===== src/rtl/fifo_pkg.sv =====
// fifo_pkg: reader FSM state encoding and default widths shared by the FIFO stream reader files
package fifo_pkg;
  localparam int DATA_WIDTH_DEF = 8;
  localparam int CNT_WIDTH_DEF = 16;
  typedef enum logic [1:0] {IDLE, ACTIVE, FLUSH} state_t;
endpackage


===== src/rtl/stream_skid_buf.sv =====
// stream_skid_buf: 2-entry in-order buffer (clk/rst, push+din in, pop in, occ/head/overflow out); same-cycle push+pop allowed
module stream_skid_buf
  import fifo_pkg::*;
#(
  parameter int W = DATA_WIDTH_DEF
) (
  input  logic         clk,
  input  logic         rst,
  input  logic         push,
  input  logic [W-1:0] din,
  input  logic         pop,
  output logic [1:0]   occ,
  output logic [W-1:0] head,
  output logic         overflow
);
  logic [W-1:0] d1;
  logic pop_i, push_i;
  logic [1:0] wi;
  always_comb begin
    pop_i = pop && occ != 2'd0;
    push_i = push && (occ != 2'd2 || pop_i);
    overflow = push && !push_i;
    wi = occ - {1'b0, pop_i};
  end
  always_ff @(posedge clk)
    if (rst) begin
      occ <= 2'd0;
      head <= '0;
      d1 <= '0;
    end else begin
      occ <= occ + {1'b0, push_i} - {1'b0, pop_i};
      if (pop_i) head <= d1;
      if (push_i && wi == 2'd0) head <= din;
      if (push_i && wi == 2'd1) d1 <= din;
    end
endmodule


===== src/rtl/fifo_stream_reader.sv =====
// fifo_stream_reader: drains a FIFO read port (r_en/empty/data_out/read_error) onto a valid/ready stream (m_*) with rd_count, err_sticky, busy
module fifo_stream_reader
  import fifo_pkg::*;
#(
  parameter int DATA_WIDTH = DATA_WIDTH_DEF,
  parameter int CNT_WIDTH = CNT_WIDTH_DEF
) (
  input  logic                  rclk,
  input  logic                  rrst_n,
  input  logic                  en,
  input  logic                  empty,
  input  logic [DATA_WIDTH-1:0] data_out,
  input  logic                  read_error,
  output logic                  r_en,
  output logic                  m_valid,
  output logic [DATA_WIDTH-1:0] m_data,
  input  logic                  m_ready,
  output logic [CNT_WIDTH-1:0]  rd_count,
  output logic                  err_sticky,
  output logic                  busy
);
  state_t state, state_n;
  logic inflight, pop, overflow;
  logic [1:0] occ;
  logic [2:0] lvl;
  logic [DATA_WIDTH-1:0] head;
  always_comb begin
    m_valid = rrst_n && occ != 2'd0;
    m_data = rrst_n ? head : '0;
    pop = m_valid && m_ready;
    lvl = {1'b0, occ} + {2'b0, inflight} - {2'b0, pop};
    r_en = rrst_n && state == ACTIVE && en && !empty && lvl < 3'd2;
    busy = rrst_n && state != IDLE;
    state_n = en ? ACTIVE : state == ACTIVE ? FLUSH : state == FLUSH && (occ != 2'd0 || inflight) ? FLUSH : IDLE;
  end
  always_ff @(posedge rclk)
    if (!rrst_n) begin
      state <= IDLE;
      inflight <= 1'b0;
      rd_count <= '0;
      err_sticky <= 1'b0;
    end else begin
      state <= state_n;
      inflight <= r_en;
      rd_count <= rd_count + CNT_WIDTH'(pop);
      err_sticky <= err_sticky | read_error | overflow;
    end
  stream_skid_buf #(.W(DATA_WIDTH)) u_buf (
    .clk(rclk),
    .rst(!rrst_n),
    .push(inflight),
    .din(data_out),
    .pop(pop),
    .occ(occ),
    .head(head),
    .overflow(overflow)
  );
endmodule


===== config.mk =====
export PLATFORM = sky130hd
export DESIGN_NAME = fifo_stream_reader
export DESIGN_NICKNAME = d
export VERILOG_FILES = /design/src/rtl/fifo_pkg.sv /design/src/rtl/stream_skid_buf.sv /design/src/rtl/fifo_stream_reader.sv
export SDC_FILE = /design/constraint.sdc
export NUM_CORES = 1
export LEC_CHECK = 0
export CORE_MARGIN = 4
export CORE_UTILIZATION = 44
export DETAILED_ROUTE_END_ITERATION = 6
export GPL_ROUTABILITY_DRIVEN = 1
export PLACE_DENSITY_LB_ADDON = 0.3
export SYNTH_ARGS = -nofsm -noshare
export SYNTH_HDL_FRONTEND = slang
export SYNTH_SLANG_ARGS = --single-unit

===== constraint.sdc =====
create_clock -name rclk -period 5.1 [get_ports rclk]
set_clock_uncertainty 0.2 [all_clocks]
set_input_delay 1.53 -clock rclk [delete_from_list [all_inputs] [get_ports rclk]]
set_output_delay 1.53 -clock rclk [all_outputs]
set_load 0.005 [all_outputs]

==> flow_summary.toml <==
[cells_and_area]
diodes = 0
finish.instance_area_mm2 = 0.002728
drive_gt1_frac = 0.1986
areaGrowthSynthToFinish_pct = 46.51
stdcell_count = 332
finish.utilization = 0.6722
nets = 303

[timing]
setup_viol = 0
max_freq_mhz = 196.4
worst_pin_slew_ns = 0.7279
slew_viol_final = 0
timing.final.crit_share = 0.9984
slew_headroom = 0.5147
final.min_clock_period_ns = 5.092
hold_viol_final = 0

[global_route]
grt_pass1_wl_mm = 8.010
overflow = 0
grt_max_degree = 39
grtUsageTotal = 0.1918
antenna_found_initial = 0
first_global_vias = 1693

[clocking]
cts_tree = "built"
cts_sinks = 38
worstSkewPairLatency_ns = 0.29
cts_root_buffer = "clkbuf_8"
htreeDepth = 2
numCtsBuffers = 5
clk_pin_slew_worst_paths_ns = 0.07
cts_buffer_depth = 2

[floorplan]
core_mm2 = 0.004058
die_y_um = 73.05
die-area_mm2 = 0.005336
rows = 23
initial_utilization = 0.4588
fp.dieW_um = 73.05
io-pin-count = 42

[yosys]
synth_top_family_by_area = "simple AND/OR/NAND/NOR gates"
syn_inst = 206
netlist_area_mm2 = 0.001862
synthMuxAreaShare = 0.1075
synth_ff_type = "dfxtp_1"
syn_nets = 227
synth_xor_area_frac = 0.02823
synthMostInstantiatedCell = "dfxtp_1"
yosys.area.top_type = "dfxtp_1"
synth_compound_area_frac = 0.1237
yosysWarnings = 0
avgSynthCellArea_um2 = 9.038
ys_types = 33
ys_seq_area_frac = 0.4086
async_flop_share = 0
yosysTopAreaCellShare = 0.4086
synth_edf_count = 0
synth_area_leaders = "dfxtp_1 41%, mux2i_1 11%, nand2_1 5.4%"
ys_top_cells_by_count = "38 x dfxtp_1, 27 x nand2_1, 20 x mux2i_1"
synth-seq-cells = 38
synthAdderAreaFrac = 0.05108
synth-simple-area-share = 0.2379

[detailed_routing]
wl_per_cell_um = 15.42
dr.pass1.iters = 4
vias_per_cell = 5.419
finalWirelength_mm = 5.119
vias = 1799
drcViolationCount = 0
ant_nets = 0
drt_iter0_drc = 81

[status]
status = "complete, no violations"

[power]
p_int_mw = 0.4268
switching_share = 0.2369
powerDensity_mw_per_mm2 = 205.1
p_sw_mw = 0.1325
p_leak_nw = 1.097
ir_drop_mv = 0.1338
p_clk_frac = 0.349
combPwrFrac = 0.108
pwr-share-seq = 0.543

[critical_path]
crit_buf_inv = 4
worstPathCellList = "dlygate4sd2_1, o211ai_1, inv_1, buf_4, ha_4, nand2b_4, fa_2, nand3b_1, nor3_1, buf_2"
critPathLaunchType = "input pin"
endpoint_kind = "output port"
rrSetupSlack_ns = 0.95
cpPeakStageDelay_ns = 0.52
worstSetupPathType = "in -> out"
crit_required_ns = 3.37
arrival_ns = 3.36
worst_path_max_delay_cell = "fa_2"
crit_fanout = 2
cp_top_family = "adder cells"

[worst_hold_path]
hold_path.class = "reg -> reg"

[placement]
dp_cells = 292
place_hpwl_mm = 2.758
io_buffers = 41
placed_area_mm2 = 0.002337
gp_congestion = 0.7671

[run]
drv_cap = 0
final cells by class:
type / instances / area [um^2]
clock buffers: 7 / 76.32
inverters: 10 / 37.54
multi-input cells: 147 / 1095
repair buffers: 80 / 695.7
flip-flops and latches: 38 / 760.7
fillers: 323 / 1330
well taps: 50 / 62.56
final timing paths:
| kind | from | endpoint | cells after the start |
|---|---|---|---|
| max | m_ready | r_en | 10 |
| min | u_buf.d1[3] | u_buf.d1[3] | 2 |
| max reg2reg | u_buf.occ[1] | rd_count[12] | 26 |
| min reg2reg | u_buf.d1[3] | u_buf.d1[3] | 2 |
power by group through the flow:
stage / Combinational (mW) / Sequential, mW / Clock, mW
after floorplan: 0.0257 / 0.309 / 0
after global placement: 0.0493 / 0.310 / 0
after detailed placement: 0.0500 / 0.310 / 0
after CTS: 0.0567 / 0.303 / 0.198
after global routing: 0.0655 / 0.304 / 0.213
final: 0.0604 / 0.304 / 0.195
metal layers:
| layer | track usage | wire length (um) |
|---|---|---|
| met5 | 0 | 0 |
| met4 | 0.08402 | 199 |
| met3 | 0.05234 | 282 |
| met2 | 0.3019 | 2378 |
| met1 | 0.2445 | 2258 |
flip-flops by register name, summed over array words and instances, names as in the netlist:
signal / flops
u_buf.occ: 2
inflight: 1
rd_count: 16
u_buf.d1: 8
u_buf.head: 8
state: 2
err_sticky: 1
stage by stage:
step	setup TNS (ns)	hold slack [ns]	power (mW)	setup slack, ns
3_3_place_gp	-0.4247	0.2444	0.3595	-0.4247
4_1_cts	0	0.2644	0.5581	0.1010
2_1_floorplan	0	0.2341	0.3352	0.2938
3_5_place_dp	-0.4907	0.2545	0.3602	-0.4907
5_1_grt	-0.09843	0.2871	0.5822	-0.05389
6_report	0	0.2621	0.5594	0.008039
cells by family after synthesis:
kind of cell               count (synthesis)
DFF                                       38
xor gates and xnor gates                   6
muxes                                     20
buffers and inverters                     21
and+or+nand+nor                           84
adders and majority gates                  7
AOI/OAI and AO/OA                         30
worst reg2reg max path: stages (launching register included):
cell and delay, ns:
dfxtp_1 0.43, o211ai_1 0.27, inv_1 0.10, buf_4 0.14, buf_4 0.12, buf_4 0.12
buf_4 0.12, buf_4 0.12, buf_4 0.12, buf_4 0.12, buf_4 0.12, buf_4 0.12
buf_4 0.13, buf_4 0.13, buf_4 0.12, buf_4 0.12, buf_4 0.13, buf_4 0.12
buf_4 0.12, buf_4 0.13, buf_4 0.13, buf_4 0.13, ha_4 0.17, ha_4 0.18
nand2_4 0.11, nor4_1 0.08, mux2i_1 0.14
placed cells by master (no fill, tap or decap), types with 2 or more instances in the layout:
| cell | count |
|---|---|
| nand2_1 | 26 |
| clkdlybuf4s50_1 | 38 |
| dfxtp_1 | 38 |
| nor4_1 | 3 |
| clkbuf_1 | 2 |
| nor2_1 | 9 |
| ha_4 | 3 |
| o31ai_1 | 4 |
| nor3_1 | 2 |
| dlygate4sd2_1 | 2 |
| ha_1 | 3 |
| nand3_1 | 4 |
| and2_1 | 12 |
| xor2_1 | 3 |
| mux2i_1 | 20 |
| nand4_1 | 3 |
| buf_4 | 39 |
| or4_1 | 4 |
| a221oi_1 | 8 |
| or3_1 | 3 |
| inv_1 | 10 |
| clkbuf_8 | 5 |
| xnor2_1 | 2 |
| a21oi_1 | 9 |
| nand2b_1 | 4 |
| o21ai_0 | 3 |
| nor3b_1 | 8 |
what timing repair did:
item / 4_1_cts / 5_1_grt
resized for setup: 8 / 10
hold buffers: 0 / 0
pin swaps: 3 / 4
buffers inserted: 30 / 3
endpoints found under the setup margin: 1 / 23
cloned: 0 / 0
(Power assumes the default switching activity.)
